===== src/rtl/sram_arb_pkg.sv =====
`default_nettype none
// ============================================================================
// Module      : sram_arb_pkg
// Description : Shared definitions for the two-requester SRAM burst arbiter:
//               FSM state encoding, command encodings, default burst length
//               and default first-strobe timeout, plus a command decode helper.
// Revision    : 1.0 - initial release
// ============================================================================
package sram_arb_pkg;

    // Defaults for the arbiter parameters
    localparam int c_BURST_WORDS_DEF = 128;   // 16-bit words per burst (256 bytes)
    localparam int c_TIMEOUT_DEF     = 255;   // max cycles from issue to first strobe

    // Command encodings shared by requesters and the SRAM burst controller.
    // 2'b10 is illegal and is treated exactly like NOP.
    localparam logic [1:0] c_CMD_NOP = 2'b00;
    localparam logic [1:0] c_CMD_WR  = 2'b01;
    localparam logic [1:0] c_CMD_RD  = 2'b11;

    typedef enum logic [2:0] {
        ST_IDLE  = 3'd0,
        ST_ISSUE = 3'd1,
        ST_WAIT  = 3'd2,
        ST_XFER  = 3'd3,
        ST_GAP   = 3'd4
    } arb_state_t;

    // True only for commands that start a burst
    function automatic logic cmd_is_burst(input logic [1:0] cmd);
        return (cmd == c_CMD_WR) || (cmd == c_CMD_RD);
    endfunction

endpackage : sram_arb_pkg
`default_nettype wire


===== src/rtl/sram_arb_grant.sv =====
`default_nettype none
// ============================================================================
// Module      : sram_arb_grant
// Description : Tie-break logic for the two requesters. With macro
//               SRAM_ARB_ROUND_ROBIN_EN defined, a pointer register remembers
//               which requester wins the next tie and flips to the other
//               requester after every grant. Without the macro, rq0 (video)
//               always wins a tie.
// Ports       : clk     - clock
//               rst     - synchronous active-high reset (pointer -> rq0)
//               i_req0  - rq0 has a burst command pending
//               i_req1  - rq1 has a burst command pending
//               i_load  - a grant is being taken this cycle
//               o_gnt   - winning requester (0 = rq0, 1 = rq1)
// Revision    : 1.0 - initial release
// ============================================================================
module sram_arb_grant (
    input  logic clk,
    input  logic rst,
    input  logic i_req0,
    input  logic i_req1,
    input  logic i_load,
    output logic o_gnt
);

`ifdef SRAM_ARB_ROUND_ROBIN_EN
    // Requester that wins the next tie
    logic r_ptr;

    always_ff @(posedge clk) begin
        if (rst) begin
            r_ptr <= 1'b0;
        end else if (i_load) begin
            r_ptr <= ~o_gnt;
        end
    end

    always_comb begin
        o_gnt = 1'b0;
        if (i_req0 && i_req1) begin
            o_gnt = r_ptr;
        end else if (i_req1) begin
            o_gnt = 1'b1;
        end
    end
`else
    // Fixed priority has no state; the clock, reset and load are unused.
    logic w_unused;
    assign w_unused = ^{clk, rst, i_load};

    always_comb begin
        o_gnt = i_req1 && !i_req0;
    end
`endif

endmodule : sram_arb_grant
`default_nettype wire


===== src/rtl/sram_burst_arbiter.sv =====
`default_nettype none
// ============================================================================
// Module      : sram_burst_arbiter
// Description : Arbitrates two burst requesters (rq0 = video, rq1) onto one
//               SRAM burst controller. A grant is taken in IDLE, the command
//               is issued for one cycle, then the arbiter waits for the first
//               data strobe (bounded by TIMEOUT), counts BURST_WORDS beats and
//               inserts a one-cycle GAP before the next grant.
//               Tie-break policy: SRAM_ARB_ROUND_ROBIN_EN defined selects
//               round-robin, otherwise rq0 has fixed priority.
// Ports       : sys_CLK, sys_RST           - clock, sync active-high reset
//               rq0_CMD/ADDR/DIN           - requester 0 command, address, data
//               rq1_CMD/ADDR/DIN           - requester 1 command, address, data
//               rq_DOUT                    - shared read data
//               rq0_ACK, rq1_ACK           - command-issued pulses
//               rqN_rd_valid, rqN_wr_valid - per-requester data strobes
//               rq_ERR                     - first-strobe timeout pulse
//               mem_CMD/ADDR/DIN           - to SRAM burst controller
//               mem_DOUT, mem_rd/wr_valid  - from SRAM burst controller
// Revision    : 1.0 - initial release
// ============================================================================
module sram_burst_arbiter
    import sram_arb_pkg::*;
#(
    parameter int BURST_WORDS = c_BURST_WORDS_DEF,
    parameter int TIMEOUT     = c_TIMEOUT_DEF
) (
    input  logic        sys_CLK,
    input  logic        sys_RST,
    input  logic [1:0]  rq0_CMD,
    input  logic [1:0]  rq1_CMD,
    input  logic [18:0] rq0_ADDR,
    input  logic [18:0] rq1_ADDR,
    input  logic [15:0] rq0_DIN,
    input  logic [15:0] rq1_DIN,
    output logic [15:0] rq_DOUT,
    output logic        rq0_ACK,
    output logic        rq1_ACK,
    output logic        rq0_rd_valid,
    output logic        rq0_wr_valid,
    output logic        rq1_rd_valid,
    output logic        rq1_wr_valid,
    output logic        rq_ERR,
    output logic [1:0]  mem_CMD,
    output logic [18:0] mem_ADDR,
    output logic [15:0] mem_DIN,
    input  logic [15:0] mem_DOUT,
    input  logic        mem_rd_valid,
    input  logic        mem_wr_valid
);

    // Beat counter holds 0..BURST_WORDS without wrapping
    localparam int c_BEAT_W = $clog2(BURST_WORDS) + 1;
    // Wait counter holds 0..TIMEOUT
    localparam int c_TMO_W  = (TIMEOUT > 0) ? $clog2(TIMEOUT + 1) : 1;

    arb_state_t            r_state;
    arb_state_t            w_state_nxt;
    logic                  r_gnt;        // 0 = rq0, 1 = rq1
    logic [1:0]            r_cmd;
    logic [18:0]           r_addr;
    logic [c_BEAT_W-1:0]   r_beat_cnt;
    logic [c_BEAT_W-1:0]   w_beat_nxt;
    logic [c_BEAT_W-1:0]   w_beat_inc;
    logic [c_TMO_W-1:0]    r_wait_cnt;
    logic [c_TMO_W-1:0]    w_wait_nxt;

    logic                  w_req0;
    logic                  w_req1;
    logic                  w_load;
    logic                  w_arb_gnt;
    logic                  w_mem_valid;
    logic                  w_issue;
    logic                  w_route;
    logic                  w_err;

    assign w_req0      = cmd_is_burst(rq0_CMD);
    assign w_req1      = cmd_is_burst(rq1_CMD);
    assign w_load      = (r_state == ST_IDLE) && (w_req0 || w_req1);
    assign w_mem_valid = mem_rd_valid || mem_wr_valid;
    assign w_beat_inc  = r_beat_cnt + c_BEAT_W'(1);

    sram_arb_grant u_grant (
        .clk    (sys_CLK),
        .rst    (sys_RST),
        .i_req0 (w_req0),
        .i_req1 (w_req1),
        .i_load (w_load),
        .o_gnt  (w_arb_gnt)
    );

    // ------------------------------------------------------------------
    // State and datapath registers
    // ------------------------------------------------------------------
    always_ff @(posedge sys_CLK) begin
        if (sys_RST) begin
            r_state    <= ST_IDLE;
            r_gnt      <= 1'b0;
            r_cmd      <= c_CMD_NOP;
            r_addr     <= '0;
            r_beat_cnt <= '0;
            r_wait_cnt <= '0;
        end else begin
            r_state    <= w_state_nxt;
            r_beat_cnt <= w_beat_nxt;
            r_wait_cnt <= w_wait_nxt;
            // Grant, command and address are captured together so the
            // requesters may change their inputs freely after ACK.
            if (w_load) begin
                r_gnt  <= w_arb_gnt;
                r_cmd  <= w_arb_gnt ? rq1_CMD  : rq0_CMD;
                r_addr <= w_arb_gnt ? rq1_ADDR : rq0_ADDR;
            end
        end
    end

    // ------------------------------------------------------------------
    // Next state and control outputs
    // ------------------------------------------------------------------
    always_comb begin
        w_state_nxt = r_state;
        w_beat_nxt  = r_beat_cnt;
        w_wait_nxt  = r_wait_cnt;
        w_issue     = 1'b0;
        w_route     = 1'b0;
        w_err       = 1'b0;

        case (r_state)
            ST_IDLE: begin
                if (w_load) begin
                    w_state_nxt = ST_ISSUE;
                end
            end

            ST_ISSUE: begin
                w_issue     = 1'b1;
                w_beat_nxt  = '0;
                w_wait_nxt  = '0;
                w_state_nxt = ST_WAIT;
            end

            ST_WAIT: begin
                w_route = 1'b1;
                if (w_mem_valid) begin
                    // First strobe is beat 1
                    w_beat_nxt  = c_BEAT_W'(1);
                    w_state_nxt = (BURST_WORDS == 1) ? ST_GAP : ST_XFER;
                end else if (r_wait_cnt == c_TMO_W'(TIMEOUT)) begin
                    // Leaving WAIT for GAP stops strobe routing, which is
                    // how the grant is dropped on a timeout.
                    w_err       = 1'b1;
                    w_state_nxt = ST_GAP;
                end else begin
                    w_wait_nxt = r_wait_cnt + c_TMO_W'(1);
                end
            end

            ST_XFER: begin
                w_route = 1'b1;
                // Staying in XFER implies valid was high last cycle, so a
                // low valid here is the falling edge that ends a short burst.
                if (!w_mem_valid) begin
                    w_state_nxt = ST_GAP;
                end else begin
                    w_beat_nxt = w_beat_inc;
                    if (w_beat_inc == c_BEAT_W'(BURST_WORDS)) begin
                        w_state_nxt = ST_GAP;
                    end
                end
            end

            ST_GAP: begin
                w_state_nxt = ST_IDLE;
            end

            default: begin
                w_state_nxt = ST_IDLE;
            end
        endcase
    end

    // ------------------------------------------------------------------
    // Datapath muxing
    // ------------------------------------------------------------------
    assign mem_CMD      = w_issue ? r_cmd : c_CMD_NOP;
    assign mem_ADDR     = r_addr;
    assign mem_DIN      = r_gnt ? rq1_DIN : rq0_DIN;
    assign rq_DOUT      = mem_DOUT;

    assign rq0_ACK      = w_issue && !r_gnt;
    assign rq1_ACK      = w_issue &&  r_gnt;
    assign rq_ERR       = w_err;

    assign rq0_rd_valid = w_route && !r_gnt && mem_rd_valid;
    assign rq0_wr_valid = w_route && !r_gnt && mem_wr_valid;
    assign rq1_rd_valid = w_route &&  r_gnt && mem_rd_valid;
    assign rq1_wr_valid = w_route &&  r_gnt && mem_wr_valid;

endmodule : sram_burst_arbiter
`default_nettype wire


===== config.mk =====
export PLATFORM = sky130hd
export DESIGN_NAME = sram_burst_arbiter
export DESIGN_NICKNAME = d
export VERILOG_FILES = /design/src/rtl/sram_arb_pkg.sv /design/src/rtl/sram_arb_grant.sv /design/src/rtl/sram_burst_arbiter.sv
export SDC_FILE = /design/constraint.sdc
export NUM_CORES = 1
export LEC_CHECK = 0
export CORE_ASPECT_RATIO = 0.75
export CORE_MARGIN = 2
export CORE_UTILIZATION = 40
export CTS_CLUSTER_SIZE = 8
export DETAILED_ROUTE_END_ITERATION = 10
export PLACE_DENSITY = 0.87
export SYNTH_ARGS = -nofsm -noshare
export SYNTH_HDL_FRONTEND = slang
export SYNTH_SLANG_ARGS = --single-unit

===== constraint.sdc =====
create_clock -name sys_CLK -period 3.7 [get_ports sys_CLK]
set_input_delay 0.74 -clock sys_CLK [delete_from_list [all_inputs] [get_ports sys_CLK]]
set_output_delay 0.74 -clock sys_CLK [all_outputs]
set_load 0.02 [all_outputs]

==> metrics.txt <==
aggregate global routing overflow=0; register bit total from synthesis=~40; diodes inserted=0; width of the chip=between 90 and 100 µm; half-perimeter wire length after detailed placement=5130 µm; maximum buffer depth of the clock tree=2; power per cell area=443 mW/mm²; share of the core filled with cells=0.635; kind of end point of the critical path=output pin; count of final setup violators=0; area of the die=0.00677 mm²; 1st-pass router iterations=4; post-route non-filler standard cell count=about 450; Pleak=1.34 nW; Clk pin slew, worst setup/hold paths=about 0.080 ns; clock period minus worst slack=3.18 ns; Yosys cell types=50; total global-route track usage=0.182; RR Endpoint=mem_ADDR[1]; Post-Synth Adder-Cell Area=0.0153; Vias per Instance=5.09; post-route cell area=0.00372 mm²; post-synth top area share=0.335; startpoint kind of the worst setup timing path=input port; tightest slew margin relative to the limit=0.455; reported net switching power=558 µW; routed via count=2313; Starting DRT DRC Count=96; clock sink count=approximately 40; actual slew at the worst max-slew pin=0.817 ns; area growth from synthesis to layout=51.7%; detailed-route DRC error count=0; average wire per standard cell=14.3 µm; met1 demand-to-capacity share in global routing=0.204; clock root buffer=clkbuf_8; cts-stage hold buffer count=0; number of antenna violations at the first check in global routing=0; unrepaired setup endpoints after global routing=no; synthesized area divided by synthesized cell count=around 9 µm²; switch share=0.339; worst-case clock skew=0.00284 ns; count of warnings emitted by yosys=0; share of total power in combinational logic=0.430; Worst Reg2Reg Path Length in Cells=5; multiplexer share of the synthesized area=0.159; Fmax=roughly 310 MHz; number of nets produced by synthesis=between 300 and 400; async set-or-reset flop fraction in the synthesized netlist=0; design internal power=1.09 mW; run status=finished, final reports clean; max-capacitance violation count=0; Post-Syn Instances=275; worst hold path class=reg2reg; number of placed cells counting well taps=446; overall die height=about 70 µm; Seq pwr share=0.344; area share of and/or/nand/nor cells after synthesis=0.206; instance count along the most critical hold path=2; final worst setup slack=0.524 ns; clock latency on the worst-skew pair=0.28 ns; vias in the first global route=2222; pin count of the biggest net entering global routing=27; initial core utilization=0.418; Site Rows=24; placed cell area=0.00360 mm²; Final Net Count=about 470; final period utilization=0.858; worst r2r src=r_state[2]; Final Hold Vio Count=0; worst reg-to-reg setup slack=1.75 ns; data required time of the critical path=2.96 ns; Total Negative Setup Slacks=0 ns; share of layout cells above drive strength 1=0.122; Clk pwr share=0.226; path type of the worst setup path=in2out; count of flip-flops with a built-in enable after synthesis=0; sum of routed wire length over all layers=roughly 6500 µm; endpoint of the worst hold-timing path=r_cmd[0]; busiest grt layer=met2; Placement Setup Slack=0.533 ns; TritonCTS buffer count=5; arrival time of data at the critical path endpoint=around 2.4 ns; Max Fanout on Critical Path=4; number of buffers inserted by post-CTS setup repair=0; peak ir drop on the vdd network=approximately 0.25 mV; sequential cell area fraction in the yosys report=0.335; antenna-violating nets left=0; Core Box Area=0.00586 mm²; # IOs=154; PortBufs=121; Synth Area in Compound Gates=0.167; max-slew violation total from the final report=0; cell types with the largest area share after synthesis=dfxtp_1 34%, mux2i_1 8.6%, mux2_2 7.4%; number of gates resized after CTS=0; CTS tree=yes; worst hold start=r_cmd[0]; global-route met3 utilization=0.0683; global-route wire length before repair=10000 µm; dominant combinational cell family by area after synthesis=simple AND/OR/NAND/NOR gates; prevailing post-synth register cell=dfxtp_1; # H-tree levels=2; met2 layer usage reported by global route=0.334; top cells by instance count after synthesis=41 x dfxtp_1, 38 x nor2_1, 21 x a211oi_1, 21 x mux2i_1, 18 x buf_4; post-synthesis xor/xnor area fraction=0.0286; leading cell type by number of instances after synthesis=dfxtp_1; post-synth top area cell=dfxtp_1; final RePlAce weighted congestion=0.711; Cell Area, Synth=0.00245 mm²
[cells in the final DEF (no fill, tap or decap), types with 2 or more instances in the layout]
cell type	netlist	routed
a21boi_0	2	2
a211oi_2	3	3
nand3_1	6	6
and2_1	3	3
nand4_1	5	5
mux2i_1	21	21
buf_4	18	3
a21oi_1	15	15
nor2_1	38	38
a211oi_1	21	21
nor4_1	2	2
clkdlybuf4s50_1	0	121
nor3b_1	2	2
nor3_1	5	5
nor3_2	2	2
clkbuf_8	0	6
o21ai_1	4	4
ha_1	3	3
xnor2_1	7	7
and3_1	3	3
dfxtp_1	41	41
mux2_2	16	16
nor2_2	4	4
inv_1	2	2
nor2b_2	0	2
nand2_1	13	13
[cell type report]
cell class	instances	area, µm²
inverters	2	7.51
multi-input cells	200	1420
repair buffers	125	1250
well taps	78	97.6
clock inverters	2	37.5
fillers	517	2140
flip-flops and latches	41	821
clock buffers	6	82.6
[flip-flops by register name (all words and copies together), names as in the netlist]
name	flops
r_beat_cnt	8
r_wait_cnt	8
r_state	3
r_gnt	1
mem_ADDR	19
r_cmd	2
[stage by stage]
step           power, mW  hold slack [ns]
6_report            1.64            0.471
3_5_place_dp        1.29            0.457
5_1_grt             1.74            0.513
2_1_floorplan       1.01            0.432
4_1_cts             1.67            0.478
3_3_place_gp        1.27            0.442
[power groups by stage]
stage / combinational (mW) / sequential, mW / clock, mW
after CTS: 0.714 / 0.567 / 0.385
after global placement: 0.696 / 0.572 / 0
final: 0.706 / 0.566 / 0.372
after global routing: 0.759 / 0.576 / 0.406
after floorplan: 0.392 / 0.618 / 0
after detailed placement: 0.711 / 0.577 / 0
[worst max-delay path, stage by stage]
cell and delay (ns):
clkdlybuf4s50_1 0.48, nor2_2 0.30, nand2_1 0.10, nor3_1 0.19, clkdlybuf4s50_1 0.63
[worst max path at each step]
stage | startpoint | end | depth (start not counted)
2_1_floorplan | mem_wr_valid | rq_ERR | 3
3_3_place_gp | mem_wr_valid | rq_ERR | 5
3_5_place_dp | mem_wr_valid | rq_ERR | 5
4_1_cts | mem_wr_valid | rq_ERR | 5
5_1_grt | mem_wr_valid | rq_ERR | 5
6_report | mem_wr_valid | rq_ERR | 5
[per-layer routing]
layer | part of all wire | wire [µm]
met1 | 0.39 | 2560
met2 | 0.50 | 3210
met3 | 0.11 | 693
met4 | 0.0022 | 14
met5 | 0 | 0
[cell families after synthesis]
kind of cell | Yosys count
adder cells (fa/ha/maj) | 3
AND/OR/NAND/NOR | 96
buffers and inverters | 34
AO/OA/AOI/OAI | 56
flip-flops | 41
XOR/XNOR | 8
multiplexers | 37
Note: power is estimated with default switching activity, not from simulation.
